File: src/rtl/des_bridge_pkg.sv
// Shared types and sizing for the DES byte bridge: pack/unpack FSM state
// encodings, block geometry and a byte-insert helper.
package des_bridge_pkg;

  localparam int BYTES_PER_BLOCK = 8;
  localparam int BLOCK_W         = 64;
  localparam int BYTE_W          = 8;
  localparam int CNT_W           = 3;

  // Counter value of the final byte within a block.
  localparam logic [CNT_W-1:0] LAST_BYTE = 3'd7;

  typedef enum logic [0:0] {
    P_FILL = 1'b0,
    P_HOLD = 1'b1
  } pack_state_t;

  typedef enum logic [0:0] {
    U_IDLE = 1'b0,
    U_SEND = 1'b1
  } unpack_state_t;

  // Place byte b into lane idx of blk; lane 0 is the most significant byte.
  function automatic logic [BLOCK_W-1:0] insert_byte(
    input logic [BLOCK_W-1:0] blk,
    input logic [CNT_W-1:0]   idx,
    input logic [BYTE_W-1:0]  b
  );
    logic [BLOCK_W-1:0] r;
    r = blk;
    for (int k = 0; k < BYTES_PER_BLOCK; k++) begin
      if (idx == CNT_W'(k)) begin
        r[BLOCK_W-1-BYTE_W*k -: BYTE_W] = b;
      end
    end
    return r;
  endfunction

endpackage

File: src/rtl/des_byte_bridge_if.sv
// Bus bundle between the byte FIFOs, the DES core and the bridge.
// master = bridge side, slave = FIFO/DES-core side.
interface des_byte_bridge_if;
  import des_bridge_pkg::*;

  // receive FIFO side
  logic                rx_fifo_empty;
  logic [BYTE_W-1:0]   rx_read_data;
  logic                rx_read_enable;
  // block towards the DES core
  logic [BLOCK_W-1:0]  blk_data;
  logic                blk_valid;
  logic                blk_ready;
  // result from the DES core
  logic [BLOCK_W-1:0]  res_data;
  logic                res_valid;
  logic                res_ready;
  // transmit FIFO side
  logic                tx_fifo_full;
  logic                tx_write_enable;
  logic [BYTE_W-1:0]   tx_write_data;
  // status
  logic                timeout_err;

  modport master (
    input  rx_fifo_empty, rx_read_data, blk_ready, res_data, res_valid, tx_fifo_full,
    output rx_read_enable, blk_data, blk_valid, res_ready, tx_write_enable, tx_write_data,
           timeout_err
  );

  modport slave (
    output rx_fifo_empty, rx_read_data, blk_ready, res_data, res_valid, tx_fifo_full,
    input  rx_read_enable, blk_data, blk_valid, res_ready, tx_write_enable, tx_write_data,
           timeout_err
  );

endinterface

File: src/rtl/des_byte_unpacker.sv
// Unpack path: captures a 64-bit DES result and streams it MSB byte first
// into the transmit FIFO, stalling while the FIFO is full.
module des_byte_unpacker
  import des_bridge_pkg::*;
(
  input  logic               clk,
  input  logic               n_rst,
  input  logic [BLOCK_W-1:0] res_data_i,
  input  logic               res_valid_i,
  output logic               res_ready_o,
  input  logic               tx_fifo_full_i,
  output logic               tx_write_enable_o,
  output logic [BYTE_W-1:0]  tx_write_data_o
);

  unpack_state_t      ustate_q, ustate_d;
  logic [CNT_W-1:0]   ucnt_q, ucnt_d;
  logic [BLOCK_W-1:0] shift_q, shift_d;
  logic               wr_s;

  assign res_ready_o       = (ustate_q == U_IDLE);
  assign wr_s              = (ustate_q == U_SEND) && !tx_fifo_full_i;
  assign tx_write_enable_o = wr_s;
  assign tx_write_data_o   = shift_q[BLOCK_W-1 -: BYTE_W];

  // Unpack state, byte counter and shift register.
  always_ff @(posedge clk or negedge n_rst) begin
    if (!n_rst) begin
      ustate_q <= U_IDLE;
      ucnt_q   <= {CNT_W{1'b0}};
      shift_q  <= {BLOCK_W{1'b0}};
    end else begin
      ustate_q <= ustate_d;
      ucnt_q   <= ucnt_d;
      shift_q  <= shift_d;
    end
  end

  // Next-state: accept a result when idle, emit one byte per non-full cycle.
  always_comb begin
    ustate_d = ustate_q;
    ucnt_d   = ucnt_q;
    shift_d  = shift_q;
    case (ustate_q)
      U_IDLE: begin
        if (res_valid_i) begin
          shift_d  = res_data_i;
          ucnt_d   = {CNT_W{1'b0}};
          ustate_d = U_SEND;
        end else begin
          ustate_d = U_IDLE;
        end
      end
      U_SEND: begin
        if (wr_s) begin
          shift_d = {shift_q[BLOCK_W-BYTE_W-1:0], {BYTE_W{1'b0}}};
          ucnt_d  = ucnt_q + 3'd1;
          if (ucnt_q == LAST_BYTE) begin
            ustate_d = U_IDLE;
          end else begin
            ustate_d = U_SEND;
          end
        end else begin
          ustate_d = U_SEND;
        end
      end
      default: begin
        ustate_d = U_IDLE;
        ucnt_d   = {CNT_W{1'b0}};
      end
    endcase
  end

endmodule

File: src/rtl/des_byte_bridge.sv
// DES byte bridge top: packs receive-FIFO bytes into 64-bit blocks for the
// DES core (pack path lives here) and hands results to des_byte_unpacker.
// Optional feature macro DES_PACK_TIMEOUT_EN: discard a partial block after
// TIMEOUT_CYCLES idle cycles and pulse timeout_err.
module des_byte_bridge
  import des_bridge_pkg::*;
#(
  parameter int TIMEOUT_CYCLES = 1024
)
(
  input  logic              clk,
  input  logic              n_rst,
  des_byte_bridge_if.master bus
);

  pack_state_t        pstate_q, pstate_d;
  logic [CNT_W-1:0]   bcnt_q, bcnt_d;
  logic [BLOCK_W-1:0] blk_data_q, blk_data_d;
  logic               blk_valid_q, blk_valid_d;
  logic               pop_s;
  logic               timeout_fire_s;

  // Pop whenever filling and data is present; held off while in reset.
  assign pop_s              = (pstate_q == P_FILL) && !bus.rx_fifo_empty && n_rst;
  assign bus.rx_read_enable = pop_s;
  assign bus.blk_data       = blk_data_q;
  assign bus.blk_valid      = blk_valid_q;

  // Pack state, byte counter and assembled block.
  always_ff @(posedge clk or negedge n_rst) begin
    if (!n_rst) begin
      pstate_q    <= P_FILL;
      bcnt_q      <= {CNT_W{1'b0}};
      blk_data_q  <= {BLOCK_W{1'b0}};
      blk_valid_q <= 1'b0;
    end else begin
      pstate_q    <= pstate_d;
      bcnt_q      <= bcnt_d;
      blk_data_q  <= blk_data_d;
      blk_valid_q <= blk_valid_d;
    end
  end

  // Next-state: fill lanes MSB first, then hold the block until accepted.
  always_comb begin
    pstate_d    = pstate_q;
    bcnt_d      = bcnt_q;
    blk_data_d  = blk_data_q;
    blk_valid_d = blk_valid_q;
    case (pstate_q)
      P_FILL: begin
        if (pop_s) begin
          blk_data_d = insert_byte(blk_data_q, bcnt_q, bus.rx_read_data);
          bcnt_d     = bcnt_q + 3'd1;
          if (bcnt_q == LAST_BYTE) begin
            pstate_d    = P_HOLD;
            blk_valid_d = 1'b1;
          end else begin
            pstate_d = P_FILL;
          end
        end else if (timeout_fire_s) begin
          // Stale lanes stay in blk_data_q; they are overwritten from lane 0.
          bcnt_d = {CNT_W{1'b0}};
        end else begin
          bcnt_d = bcnt_q;
        end
      end
      P_HOLD: begin
        if (blk_valid_q && bus.blk_ready) begin
          pstate_d    = P_FILL;
          blk_valid_d = 1'b0;
        end else begin
          pstate_d = P_HOLD;
        end
      end
      default: begin
        pstate_d    = P_FILL;
        bcnt_d      = {CNT_W{1'b0}};
        blk_valid_d = 1'b0;
      end
    endcase
  end

`ifdef DES_PACK_TIMEOUT_EN
  localparam int TO_W = $clog2(TIMEOUT_CYCLES + 1);

  logic [TO_W-1:0] tcnt_q, tcnt_d;
  logic            timeout_err_q;

  assign bus.timeout_err = timeout_err_q;

  // Idle counter for a partially filled block, plus the error pulse register.
  always_ff @(posedge clk or negedge n_rst) begin
    if (!n_rst) begin
      tcnt_q        <= {TO_W{1'b0}};
      timeout_err_q <= 1'b0;
    end else begin
      tcnt_q        <= tcnt_d;
      timeout_err_q <= timeout_fire_s;
    end
  end

  // Count idle partial-block cycles; fire as the count steps onto
  // TIMEOUT_CYCLES-1 so the pulse lands TIMEOUT_CYCLES cycles after the last pop.
  always_comb begin
    tcnt_d         = tcnt_q;
    timeout_fire_s = 1'b0;
    if (pop_s) begin
      tcnt_d = {TO_W{1'b0}};
    end else if ((pstate_q == P_FILL) && (bcnt_q != {CNT_W{1'b0}})) begin
      if (tcnt_q == TO_W'(TIMEOUT_CYCLES - 2)) begin
        timeout_fire_s = 1'b1;
        tcnt_d         = {TO_W{1'b0}};
      end else begin
        tcnt_d = tcnt_q + TO_W'(1);
      end
    end else begin
      tcnt_d = tcnt_q;
    end
  end
`else
  assign timeout_fire_s  = 1'b0;
  assign bus.timeout_err = 1'b0;
`endif

  des_byte_unpacker u_unpack (
    .clk               (clk),
    .n_rst             (n_rst),
    .res_data_i        (bus.res_data),
    .res_valid_i       (bus.res_valid),
    .res_ready_o       (bus.res_ready),
    .tx_fifo_full_i    (bus.tx_fifo_full),
    .tx_write_enable_o (bus.tx_write_enable),
    .tx_write_data_o   (bus.tx_write_data)
  );

endmodule

File: src/flat_wrapper.sv
// flat-port wrapper written by rule: the top's interface ports become plain ports
module des_byte_bridge_flat import des_bridge_pkg::*;
#(
  parameter int TIMEOUT_CYCLES = 1024
)
  (clk, n_rst, bus_rx_fifo_empty, bus_rx_read_data, bus_blk_ready, bus_res_data, bus_res_valid, bus_tx_fifo_full, bus_rx_read_enable, bus_blk_data, bus_blk_valid, bus_res_ready, bus_tx_write_enable, bus_tx_write_data, bus_timeout_err);
  des_byte_bridge_if bus_i ();
  input  logic clk;
  input  logic n_rst;
  input wire logic [$bits(bus_i.rx_fifo_empty)-1:0] bus_rx_fifo_empty;
  input wire logic [$bits(bus_i.rx_read_data)-1:0] bus_rx_read_data;
  input wire logic [$bits(bus_i.blk_ready)-1:0] bus_blk_ready;
  input wire logic [$bits(bus_i.res_data)-1:0] bus_res_data;
  input wire logic [$bits(bus_i.res_valid)-1:0] bus_res_valid;
  input wire logic [$bits(bus_i.tx_fifo_full)-1:0] bus_tx_fifo_full;
  output wire logic [$bits(bus_i.rx_read_enable)-1:0] bus_rx_read_enable;
  output wire logic [$bits(bus_i.blk_data)-1:0] bus_blk_data;
  output wire logic [$bits(bus_i.blk_valid)-1:0] bus_blk_valid;
  output wire logic [$bits(bus_i.res_ready)-1:0] bus_res_ready;
  output wire logic [$bits(bus_i.tx_write_enable)-1:0] bus_tx_write_enable;
  output wire logic [$bits(bus_i.tx_write_data)-1:0] bus_tx_write_data;
  output wire logic [$bits(bus_i.timeout_err)-1:0] bus_timeout_err;
  assign bus_i.rx_fifo_empty = bus_rx_fifo_empty;
  assign bus_i.rx_read_data = bus_rx_read_data;
  assign bus_i.blk_ready = bus_blk_ready;
  assign bus_i.res_data = bus_res_data;
  assign bus_i.res_valid = bus_res_valid;
  assign bus_i.tx_fifo_full = bus_tx_fifo_full;
  assign bus_rx_read_enable = bus_i.rx_read_enable;
  assign bus_blk_data = bus_i.blk_data;
  assign bus_blk_valid = bus_i.blk_valid;
  assign bus_res_ready = bus_i.res_ready;
  assign bus_tx_write_enable = bus_i.tx_write_enable;
  assign bus_tx_write_data = bus_i.tx_write_data;
  assign bus_timeout_err = bus_i.timeout_err;
  des_byte_bridge #(.TIMEOUT_CYCLES(TIMEOUT_CYCLES)) u_core (.clk(clk), .n_rst(n_rst), .bus(bus_i));
endmodule
File: config.mk
export PLATFORM = sky130hd
export DESIGN_NAME = des_byte_bridge_flat
export DESIGN_NICKNAME = d
export VERILOG_FILES = /design/src/rtl/des_bridge_pkg.sv /design/src/rtl/des_byte_bridge_if.sv /design/src/rtl/des_byte_unpacker.sv /design/src/rtl/des_byte_bridge.sv /design/src/flat_wrapper.sv
export SDC_FILE = /design/constraint.sdc
export NUM_CORES = 1
export LEC_CHECK = 0
export BUFFER_PORTS_ARGS = -buffer_cell sky130_fd_sc_hd__buf_4
export CORE_MARGIN = 1
export CORE_UTILIZATION = 53
export CTS_CLUSTER_DIAMETER = 200
export DETAILED_ROUTE_END_ITERATION = 6
export GPL_TIMING_DRIVEN = 0
export PLACE_DENSITY_LB_ADDON = 0.2
export SLEW_MARGIN = 20
export SYNTH_ARGS = -nofsm -noshare
export SYNTH_HDL_FRONTEND = slang
export SYNTH_SLANG_ARGS = --single-unit
File: constraint.sdc
create_clock -name clk -period 2.16 [get_ports clk]
set_input_delay 0.432 -clock clk [delete_from_list [all_inputs] [get_ports clk]]
set_output_delay 0.432 -clock clk [all_outputs]
set_load 0.05 [all_outputs]
Word level (Yosys, flattened, before mapping)
Cells that the tools add are included.
{"block": "totals", "regBits": 137, "inputBits": 78, "out_inout_bits": 77, "word_cells": 67}
{"block": "classes", "addsub": 2, "eq_ne": 13, "mux": 18, "bitwise": 2, "n_reduce_logical": 18}
{"cell": "$mux 64", "count": 2}
{"cell": "$pmux 64 s2", "count": 1}
{"cell": "$reduce_and 3->1", "count": 9}
{"cell": "$eq 3x3->1 const B", "count": 5}
{"cell": "$ne 2x2->1 const B", "count": 5}
{"cell": "$mux 1", "count": 9}
{"cell": "$add 3x1->3 const B", "count": 2}
{"cell": "$eq 3x2->1 const B", "count": 2}
{"cell": "$mux 3", "count": 2}
{"cell": "$pmux 1 s2", "count": 3}
{"cell": "$pmux 3 s2", "count": 1}
{"cell": "$logic_and 1x1->1", "count": 4}
{"cell": "$reduce_and 2->1", "count": 2}
{"cell": "$eq 3x1->1 const B", "count": 1}
{"cell": "$logic_not 3->1", "count": 1}
{"cell": "$logic_not 1->1", "count": 2}
{"cell": "$not 1->1", "count": 2}

Depth between registers and ports, before layout
{"block": "logic_depth", "word_depth": 5, "depth_mapped": 7, "depth_no_buf": 4}

By module
Synthesis repeated with hierarchy kept, for this count alone.
{"block": "unflattened", "cells_unflattened": 542, "hier_area_um2": 6964.2}
{"module": "des_byte_unpacker", "instances": 1, "cells_each": 375, "area_each_um2": 4181.5, "seq_area_each_um2": 1701.6}
{"module": "des_byte_bridge", "instances": 1, "cells_each": 167, "area_each_um2": 2782.7, "seq_area_each_um2": 1726.7}

Worst setup path before layout
No wires, ideal clock.
{"block": "synth_timing", "path_type": "flip-flop to flip-flop", "from": "register u_core.pstate_q", "to": "register u_core.blk_data_q[32], in the netlist u_core.bus.blk_data[32]", "setup_ns": 0.125, "arrival_time_ns": 2.017, "required_ns": 2.035, "slack_ns": 0.018, "path_stages_with_launch": 6, "path_buffers": 2, "synth_period_minus_slack_ns": 2.142, "cell_sequence": "dfrtp_1 buf_6 nor3b_2 and2_1 buf_6 mux2_2"}
{"block": "synth_between", "elab_chain_cells": 4}
{"item": "start, declared", "line": "des_byte_bridge.sv:16", "rtl": "pack_state_t pstate_q, pstate_d;"}
{"item": "start signal, assigned", "line": "des_byte_bridge.sv:37", "rtl": "pstate_q <= pstate_d;"}
{"item": "$not 1->1 (no source line)"}
{"item": "$logic_and 1x1->1 (2 in series)", "line": "des_byte_bridge.sv:24", "rtl": "assign pop_s = (pstate_q == P_FILL) && !bus.rx_fifo_empty && n_rst;"}
{"item": "net bus_rx_read_enable", "line": "flat_wrapper.sv:16", "rtl": "output wire logic [$bits(bus_i.rx_read_enable)-1:0] bus_rx_read_enable;"}
{"item": "$reduce_and 3->1 (no source line)"}
{"item": "end signal, assigned", "line": "des_byte_bridge.sv:34", "rtl": "blk_data_q <= {BLOCK_W{1'b0}};"}
{"item": "end signal, assigned", "line": "des_byte_bridge.sv:39", "rtl": "blk_data_q <= blk_data_d;"}
{"item": "end, declared", "line": "des_byte_bridge.sv:18", "rtl": "logic [BLOCK_W-1:0] blk_data_q, blk_data_d;"}
The timed path passes the listed nets, and every way through them passes these cells.
A chain may end at the register's enable or synchronous reset.

Worst setup path in the final report
{"block": "layout_timing", "from": "register u_core.pstate_q", "to": "output bus_rx_read_enable"}
{"block": "layout_between", "elab_chain_cells": 3}
{"item": "$not 1->1 (no source line)"}
{"item": "$logic_and 1x1->1 (2 in series)", "line": "des_byte_bridge.sv:24"}
{"item": "end, declared", "line": "flat_wrapper.sv:16"}
Every way passes these cells.

==> impl_metrics.tcl <==
set metrics [dict create \
    worstHoldPathType "primary input to asynchronous set/reset pin" \
    crit_family "buffers and inverters" \
    synthDistinctLibCells 27 \
    synth_adder_area_share_pct 1.592 \
    initial_core_util_pct 54.83 \
    timing.fmax_mhz 507.4 \
    drt_iter0_drc 173 \
    area_growth_pct 31.34 \
    drt_first_pass_iters 4 \
    cts_tree "yes" \
    slowest_delay_ns 0.37 \
    timing.critical_path.buf_inv 2 \
    layout_commonest_cell "buf_4" \
    clock_skew_ns 0.006830 \
    outcome "complete, but fails checks" \
    grt_pass1_vias 4059 \
    grt_pass1_wl_mm 21.35 \
    ioPinCount 155 \
    endpoint_kind "output pin" \
    synth-seq-cells 137 \
    whs_ns -0.05869 \
    cts_sinks 137 \
    vias 3904 \
    viasPerCell 5.290 \
    cellPowerDensity_nw_per_um2 1633 \
    synth_top_area_share_pct 54.53 \
    fin_crit_ns 1.971 \
    syn-cell-area_sq_um 6287 \
    post_cts_buffers 0 \
    max-cap-violations 0 \
    seq_power_share_pct 31.6 \
    yosys.area.top_type "dfrtp_1" \
    htreeDepth 4 \
    yosys_warnings 0 \
    finalSetupViolCount 0 \
    netlist_instances 411 \
    hold_viol 65 \
    drcViolationCount 0 \
    cts.clk_slew.worst_paths_ns 0.05 \
    crit_chain "buf_6, nor3b_4, buf_4" \
    grt_max_degree 73 \
    synth_area_per_cell_sq_um 15.30 \
    numCtsBuffers 17 \
    clk_latency_ns 0.41 \
    gr-total-overflow 0 \
    swShare_pct 39.01 \
    yosys-top-cells-area "dfrtp_1 55%, mux2_2 25%, mux2_4 9.6%, ha_1 1.6%, mux2i_1 1.3%" \
    place.gp.congestion 0.7626 \
    layout.nets 669 \
    worstPathRequired_ns 1.73 \
    chipHeight_um 110.9 \
    rows 39 \
    coreArea_sq_um 11470 \
    diodes 0 \
    wire_per_inst_um 17.82 \
    synth-compound-area-share_pct 1.592 \
    grt_antenna_before_repair 0 \
    drt-total-wl_mm 13.15 \
    cts-root-buf "clkbuf_16" \
    violations "hold timing" \
    die_width_um 110.9 \
    finalPower_w 0.01349 \
    synth-simple-area-share_pct 2.448 \
    p_int_w 0.008226 \
    worst_pin_slew_ns 0.6040 \
    track_usage_pct 22.72 \
    ant_nets 0 \
    rsz0062_at_grt "false" \
    pwr-share-clk_pct 21.9 \
    clk_path_buf_depth 2 \
    dieArea_sq_um 12300 \
    synth_top_family_by_area "multiplexers" \
    yosysSeqAreaShare_pct 54.53 \
    synth_xor_area_share_pct 0.1393 \
    dpl_cell_area_sq_um 7642 \
    layout_common_cells "161 x buf_4, 137 x mux2_2, 137 x dfrtp_1" \
    criticalPathCategory "flop to output pin" \
    maxSlewViolCount 0 \
    slew_headroom_pct 59.52 \
    syn_nets 497 \
    p_leak_nw 4.250 \
    post-route-period-util_pct 91.24 \
    switchingPower_w 0.005262 \
    start_kind "flop" \
    post-route-cell-area_sq_um 8258 \
    portBuffers 152 \
    power_frac_comb_pct 46.6 \
    drive_above_1_share_pct 66.39 \
    critPathSlowestCell "dfrtp_1" \
    vdd_ir_drop_max_mv 1.468 \
    crit_fanout 9 \
    synth_mux_area_share_pct 35.36 \
    dp_hpwl_mm 9.245 \
    arrival_ns 1.54 \
]
-- Yosys cell counts (all sizes together) --
library cell and count:
mux2 177, and2 1, nor3b 1, and3b 1, ha 8, a21oi 3
inv 4, dfrtp 137, nor2b 2, and4b 3, nand2 3, buf 33
nand3 10, mux2i 8, a22o 2, nor2 3, a21o 3, xnor2 1
o21ai 9, conb 1, nand4b 1
-- through the flow --
| step | setup TNS [ns] | std cells | hold slack [ns] | worst slack [ns] | utilization [%] |
|---|---|---|---|---|---|
| final | 0 | 738 | -0.05869 | 0.1892 | 72.01 |
| after global routing | 0 | 738 | 0.001714 | 0.05766 | 72.01 |
| after CTS | 0 | 738 | -0.03396 | 0.04770 | 71.96 |
| after detailed placement | -2.712 | 707 | 0.4157 | -0.2066 | 66.64 |
| after global placement | -65.66 | 706 | 0.4868 | -1.101 | 66.34 |
| after floorplan | 0 | 411 | 0.1364 | 0.01841 | - |
-- registers in the layout, indices dropped and copies added (netlist names) --
signal / count
u_core.u_unpack.shift_q: 64
u_core.bcnt_q: 3
u_core.u_unpack.ustate_q: 1
u_core.u_unpack.ucnt_q: 3
u_core.pstate_q: 1
u_core.bus.blk_data: 64
u_core.bus.blk_valid: 1
-- what timing repair did --
item                       4_1_cts  5_1_grt
setup endpoints to repair        0        1
hold endpoints to repair        65        0
gates resized for setup          0        1
-- cells by family (layout without fill, tap and decap cells) --
logic type	count (synthesis)	in the layout
compound gates	17	17
xor+xnor	1	1
fa+ha+maj	8	8
buf+inv	37	221
flops	137	137
mux	185	185
other cells	1	1
simple gates	25	25
-- layout make-up --
type                            instances  area [sq um]
Buffer                                 33         254.0
Clock buffer                           24         521.8
Clock inverter                          7         87.58
Fill cell                             751          3209
Inverter                                4         15.01
Multi-Input combinational cell        237          2596
Sequential cell                       137          3428
Tap cell                              143         178.9
Timing Repair Buffer                  153          1176
-- power groups by stage --
stage	clock network, W	logic [W]	registers, W
after detailed placement	0	0.00630	0.00429
after global placement	0	0.00617	0.00425
after CTS	0.00299	0.00633	0.00427
after floorplan	0	0.00258	0.00621
final	0.00295	0.00628	0.00426
after global routing	0.00311	0.00659	0.00440
-- worst paths after layout --
kind | startpoint | endpoint | slack (ns) | depth (start not counted)
worst max-delay path | u_core.pstate_q$_DFF_PN0_ | bus_rx_read_enable | 0.19 | 3
worst min register to register | u_core.u_unpack.shift_q[9]$_DFFE_PN0P_ | u_core.u_unpack.shift_q[9]$_DFFE_PN0P_ | 0.50 | 1
worst min-delay path | n_rst | u_core.bus.blk_data[55]$_DFFE_PN0P_ | -0.06 | 1
max in group asynchronous | n_rst | u_core.u_unpack.shift_q[40]$_DFFE_PN0P_ | 1.50 | 2
worst max register to register | u_core.bcnt_q[0]$_DFFE_PN0P_ | u_core.bus.blk_data[28]$_DFFE_PN0P_ | 0.36 | 4
min in group clk | bus_rx_read_data[1] | u_core.bus.blk_data[41]$_DFFE_PN0P_ | 0.31 | 2
-- metal layers --
metal | GRT usage [%] | part of all wire [%]
met1 | 28.51 | 43
met2 | 36.40 | 49
met3 | 7.162 | 6.2
met4 | 9.511 | 2.0
met5 | 0 | 0
(Power assumes the default switching activity.)
